$ cat config.mk
export PLATFORM = sky130hd
export DESIGN_NAME = cfs_tx_ctrl
export DESIGN_NICKNAME = d
export VERILOG_FILES = /design/src/rtl/cfs_tx_ctrl.sv
export SDC_FILE = /design/constraint.sdc
export NUM_CORES = 1
export LEC_CHECK = 0
export CAP_MARGIN = 20
export CELL_PAD_IN_SITES_DETAIL_PLACEMENT = 0
export CELL_PAD_IN_SITES_GLOBAL_PLACEMENT = 1
export CORE_ASPECT_RATIO = 1.25
export CORE_MARGIN = 4
export CORE_UTILIZATION = 36
export CTS_CLUSTER_DIAMETER = 60
export DETAILED_ROUTE_END_ITERATION = 12
export PLACE_DENSITY = 0.9
export SKIP_CTS_REPAIR_TIMING = 1
export SLEW_MARGIN = 20
export SYNTH_ARGS = -nofsm -noshare
export SYNTH_HDL_FRONTEND = slang
export SYNTH_SLANG_ARGS = --single-unit
$ cat constraint.sdc
create_clock -name md_tx_clk -period 2.9 [get_ports md_tx_clk]
set_input_delay 0.435 -clock md_tx_clk [delete_from_list [all_inputs] [get_ports md_tx_clk]]
set_output_delay 0.435 -clock md_tx_clk [all_outputs]
set_load 0.01 [all_outputs]
$ cat src/rtl/cfs_tx_ctrl.sv
// TX controller of the Aligner: pops aligned packets from the TX FIFO and drives
// them on the MD TX interface, with slave error counting and stall detection.
module cfs_tx_ctrl #(
   parameter  int ALGN_DATA_WIDTH         = 32,
   parameter  int STATUS_CNT_TX_ERR_WIDTH = 8,
   parameter  int STALL_LIMIT_WIDTH       = 8,
   localparam int ALGN_OFFSET_WIDTH = (ALGN_DATA_WIDTH <= 8) ? 1 : $clog2(ALGN_DATA_WIDTH / 8),
   localparam int ALGN_SIZE_WIDTH   = $clog2(ALGN_DATA_WIDTH / 8) + 1,
   localparam int FIFO_DATA_WIDTH   = ALGN_DATA_WIDTH + ALGN_OFFSET_WIDTH + ALGN_SIZE_WIDTH
) (
   input  logic                               md_tx_clk,
   input  logic                               preset_n,
   input  logic                               pop_valid,
   input  logic [FIFO_DATA_WIDTH-1:0]         pop_data,
   output logic                               pop_ready,
   output logic                               md_tx_valid,
   output logic [ALGN_DATA_WIDTH-1:0]         md_tx_data,
   output logic [ALGN_OFFSET_WIDTH-1:0]       md_tx_offset,
   output logic [ALGN_SIZE_WIDTH-1:0]         md_tx_size,
   input  logic                               md_tx_ready,
   input  logic                               md_tx_err,
   input  logic                               clr_cnt_tx_err,
   output logic [STATUS_CNT_TX_ERR_WIDTH-1:0] status_cnt_tx_err,
   input  logic [STALL_LIMIT_WIDTH-1:0]       stall_limit,
   output logic                               stall_irq
);

   localparam int CW = STATUS_CNT_TX_ERR_WIDTH;
   localparam int LW = STALL_LIMIT_WIDTH;
   localparam logic [CW-1:0] ERR_MAX   = {CW{1'b1}};
   localparam logic [CW-1:0] ERR_ONE   = {{(CW-1){1'b0}}, 1'b1};
   localparam logic [LW-1:0] STALL_MAX = {LW{1'b1}};
   localparam logic [LW-1:0] STALL_ONE = {{(LW-1){1'b0}}, 1'b1};
   localparam logic [LW-1:0] STALL_ZERO = {LW{1'b0}};

   typedef enum logic [0:0] {
      IDLE = 1'b0,
      SEND = 1'b1
   } state_t;

   state_t                         state_r;
   state_t                         state_s;
   logic                           pop_s;
   logic                           accept_s;
   logic                           stall_s;
   logic                           hit_s;
   logic [ALGN_DATA_WIDTH-1:0]     data_r;
   logic [ALGN_OFFSET_WIDTH-1:0]   offset_r;
   logic [ALGN_SIZE_WIDTH-1:0]     size_r;
   logic [CW-1:0]                  err_cnt_r;
   logic [LW-1:0]                  stall_cnt_r;
   logic                           fired_r;
   logic                           irq_r;

   function automatic logic [CW-1:0] err_sat_inc(input logic [CW-1:0] cnt);
      if (cnt == ERR_MAX) begin
         return cnt;
      end else begin
         return cnt + ERR_ONE;
      end
   endfunction

   // State register
   always_ff @(posedge md_tx_clk or negedge preset_n) begin
      if (!preset_n) begin
         state_r <= IDLE;
      end else begin
         state_r <= state_s;
      end
   end

   // Next-state logic
   always_comb begin
      state_s = state_r;
      case (state_r)
         IDLE: begin
            if (pop_valid) begin
               state_s = SEND;
            end else begin
               state_s = IDLE;
            end
         end
         SEND: begin
            if (md_tx_ready && !pop_valid) begin
               state_s = IDLE;
            end else begin
               state_s = SEND;
            end
         end
         default: state_s = IDLE;
      endcase
   end

   // Per-state strobes: pop, accept and stall qualification
   always_comb begin
      pop_s    = 1'b0;
      accept_s = 1'b0;
      stall_s  = 1'b0;
      case (state_r)
         IDLE: begin
            pop_s = pop_valid;
         end
         SEND: begin
            pop_s    = pop_valid & md_tx_ready;
            accept_s = md_tx_ready;
            stall_s  = ~md_tx_ready;
         end
         default: begin
            pop_s    = 1'b0;
            accept_s = 1'b0;
            stall_s  = 1'b0;
         end
      endcase
   end

   // The stall pulse fires on the edge the counter reaches the limit, once per packet;
   // a counter already at or past a freshly lowered limit can never match again.
   assign hit_s = stall_s && (stall_limit != STALL_ZERO) && !fired_r &&
                  (stall_cnt_r != STALL_MAX) && ((stall_cnt_r + STALL_ONE) == stall_limit);

   // Output payload register, loaded on every pop
   always_ff @(posedge md_tx_clk or negedge preset_n) begin
      if (!preset_n) begin
         data_r   <= {ALGN_DATA_WIDTH{1'b0}};
         offset_r <= {ALGN_OFFSET_WIDTH{1'b0}};
         size_r   <= {ALGN_SIZE_WIDTH{1'b0}};
      end else if (pop_s) begin
         data_r   <= pop_data[ALGN_DATA_WIDTH-1:0];
         offset_r <= pop_data[ALGN_DATA_WIDTH +: ALGN_OFFSET_WIDTH];
         size_r   <= pop_data[ALGN_DATA_WIDTH+ALGN_OFFSET_WIDTH +: ALGN_SIZE_WIDTH];
      end
   end

   // Saturating slave-error counter; clear dominates a simultaneous error
   always_ff @(posedge md_tx_clk or negedge preset_n) begin
      if (!preset_n) begin
         err_cnt_r <= {CW{1'b0}};
      end else if (clr_cnt_tx_err) begin
         err_cnt_r <= {CW{1'b0}};
      end else if (accept_s && md_tx_err) begin
         err_cnt_r <= err_sat_inc(err_cnt_r);
      end
   end

   // Stall counter, once-per-packet flag and registered interrupt pulse
   always_ff @(posedge md_tx_clk or negedge preset_n) begin
      if (!preset_n) begin
         stall_cnt_r <= {LW{1'b0}};
         fired_r     <= 1'b0;
         irq_r       <= 1'b0;
      end else begin
         irq_r <= hit_s;
         if (stall_s) begin
            if (stall_cnt_r != STALL_MAX) begin
               stall_cnt_r <= stall_cnt_r + STALL_ONE;
            end
            if (hit_s) begin
               fired_r <= 1'b1;
            end
         end else begin
            stall_cnt_r <= {LW{1'b0}};
            fired_r     <= 1'b0;
         end
      end
   end

   assign pop_ready         = pop_s;
   assign md_tx_valid       = (state_r == SEND);
   assign md_tx_data        = data_r;
   assign md_tx_offset      = offset_r;
   assign md_tx_size        = size_r;
   assign status_cnt_tx_err = err_cnt_r;
   assign stall_irq         = irq_r;

endmodule
==> summary.txt <==
Run status
  • Status: complete, no violations

Clocking
  • CTS H-tree depth: 2
  • Max clock buf depth: 2
  • Clock transition at path regs: 0.09 ns
  • TritonCTS clock tree: done
  • Later-pin clock latency in the skew report: 0.30 ns
  • Clock buffer count from CTS: 5
  • Root buf cell: clkbuf_8
  • CTS sink cnt: 56

Worst setup path
  • Critical Path Max Stage Delay: 0.54 ns
  • Worst R2R Start: stall_cnt_r[0]$_DFFE_PN0P_
  • CP required: 2.47 ns
  • Crit path max-delay family: buffers and inverters
  • CP Launch Type: input port
  • Most frequent CP cell: clkdlybuf4s50_1
  • Crit Path Category: input port to output pin
  • Cells along the critical path: clkdlybuf4s50_1 -> nand2b_1 -> nand2_2 -> inv_1 -> clkdlybuf4s50_1
  • Arrival time worst endpoint: 1.72 ns
  • Worst setup path startpoint: md_tx_ready
  • WP buf/inv: 3
  • Max FO, Critical Path: 2
  • Crit path max-delay cell type: clkdlybuf4s50_1
  • Setup crit end kind: output pin

Yosys
  • Cell Area, Synth: 2490 µm²
  • Yosys reg bits: 56
  • Mapped Nets: 250
  • Mean Syn Cell Area: 12.6 µm²
  • Asr flop ratio synth: 100%
  • Synth unique cells: 37
  • Main synth FF type: dfrtp_1
  • Synth warn: 0
  • Syn Inst Count: 197
  • Post-synth EDFFs: 0
  • Seq/Total Area, Yosys: 56.3%

Layout
  • Reg area: 1400 µm²
  • Final core occ: 55.0%
  • Nets@finish: 350
  • Layout area overhead: 47.0%
  • Commonest non-fill, non-tap cell in the layout: clkdlybuf4s50_1
  • Multi-input gate area: 1040 µm²
  • # diodes: 0
  • Final Cell Area: 3660 µm²
  • Most frequent cells in the layout: clkdlybuf4s50_1, dfrtp_1, mux2_1, mux2_2, nor2_1
  • Fill cells: 616
  • Layout cells sized above 1: 11.7%

Detailed routing
  • DRT antenna net count: 0
  • First-pass DRT Iterations: 4
  • Post-Route WL: 5540 µm
  • DRT iter0 DRCs: 33
  • Vias per inst: 4.85
  • Vias post-DR: 1867
  • Routed len/inst: 14.4 µm
  • Remaining DRCs: 0

Timing
  • Skew final: 0.00361 ns
  • Slew @ Worst Pin: 0.582 ns
  • Setup TNS: 0 ns
  • Slew headroom: 61.2%
  • Final Setup Violations: 0
  • Min cycle time layout: 2.15 ns
  • Fmax: 464 MHz
  • Slew Limit Fails: 0
  • Final Hold Fails: 0
  • Fin crit share: 74.3%
  • Unrepaired setup endpoints after global routing: no

Placement
  • Placer Congestion: 0.795
  • Cell Area, Placed: 3560 µm²
  • Post-DP HPWL: 4270 µm
  • PortBufs: 98

Floorplanning
  • Top-Level Pins: 99
  • Starting Density: 37.4%
  • Die area: 8310 µm²
  • Std cell rows: 33
  • Core box area: 6650 µm²
  • Die X: 82.3 µm
  • Vert. Die Dim: 101 µm

GRT
  • Initial antenna violation count: 0
  • First-pass GRT wire length: 9210 µm
  • Largest net degree at the start of global routing: 48
  • Total track usage: 14.2%
  • Vias in the first global route: 1942
  • GRT Residual Overflow: 0

Flow run
  • Max-cap check violation count: 0

Power
  • Peak supply drop: 0.392 mV
  • Pwr/cell area: 481 nW/µm²
  • Leak: 1.51 nW

Min path
  • HP Class: input port to async pin
cell type report:
class | count | area share (%)
Tap cell | 87 | 2.98
Clock buffer | 7 | 2.36
Clock inverter | 1 | 0.205
Multi-Input combinational cell | 129 | 28.3
Sequential cell | 56 | 38.3
Timing Repair Buffer | 101 | 27.4
Inverter | 4 | 0.411
metrics by stage:
step                total power [W]  hold slack (ns)  setup slack, ns  std cells
floorplan                   0.00107            0.139             1.18        197
global placement            0.00134            0.473            0.751        377
detailed placement          0.00135            0.480            0.760        377
CTS                         0.00179            0.344            0.737        385
global route                0.00186            0.165            0.635        385
finish                      0.00176            0.124            0.745        385
path summary, 6_finish.rpt:
check | to | slack [ns] | cells past startpoint
setup / recovery | pop_ready | 0.75 | 5
hold / removal | md_tx_data[3]$_DFFE_PN0P_ | 0.12 | 1
min in group md_tx_clk | md_tx_data[22]$_DFFE_PN0P_ | 0.49 | 1
max in group asynchronous | status_cnt_tx_err[6]$_DFFE_PN0P_ | 2.20 | 2
hold reg to reg | md_tx_data[22]$_DFFE_PN0P_ | 0.49 | 1
setup reg to reg | fired_r$_DFFE_PN0P_ | 1.05 | 6
routing by layer:
metal / track usage (%) / up-vias / wire length, µm
met5: 0 / - / 0
met2: 23.1 / 60 / 2700
met1: 17.7 / 908 / 2290
met3: 5.46 / 4 / 508
met4: 3.45 / 0 / 40
li1: - / 895 / -
state kept, by name, summed over array words and instances, names as in the netlist:
signal,flops
fired_r,1
stall_cnt_r,8
md_tx_data,32
stall_irq,1
md_tx_offset,2
status_cnt_tx_err,8
md_tx_size,3
md_tx_valid,1
cell families after synthesis:
family                     after synthesis  synth area share, %
DFF                                     56                 56.3
xor gates and xnor gates                21                 7.39
AOI/OAI and AO/OA                       18                 5.48
buffers and inverters                   12                 2.11
adders and majority gates                2                 1.01
and+or+nand+nor                         49                 10.1
muxes                                   39                 17.6
where the power goes:
part,internal (W),switching (W),leakage (nW)
combinational,0.000267,0.000156,0.768
clock,0.000195,0.000238,0.0445
sequential,0.000861,0.0000428,0.693
total,0.00132,0.000437,1.51
Yosys cell counts (2+ instances only):
cell	n	area share [%]
o21ai_0	2	0.40
nor2_1	14	2.1
xnor2_1	11	3.9
dfrtp_1	56	56
mux2_2	18	8.1
xor2_1	10	3.5
mux2i_1	2	0.80
nor3_1	2	0.40
nand3_1	5	1.0
nand2b_1	2	0.50
o2111ai_1	2	0.70
nand4_1	7	1.8
mux2_1	19	8.6
and3_1	5	1.3
ha_1	2	1.0
buf_2	6	1.2
inv_1	3	0.45
a21oi_1	6	1.2
nand2_1	7	1.1
Note: power is estimated with default switching activity, not from simulation.
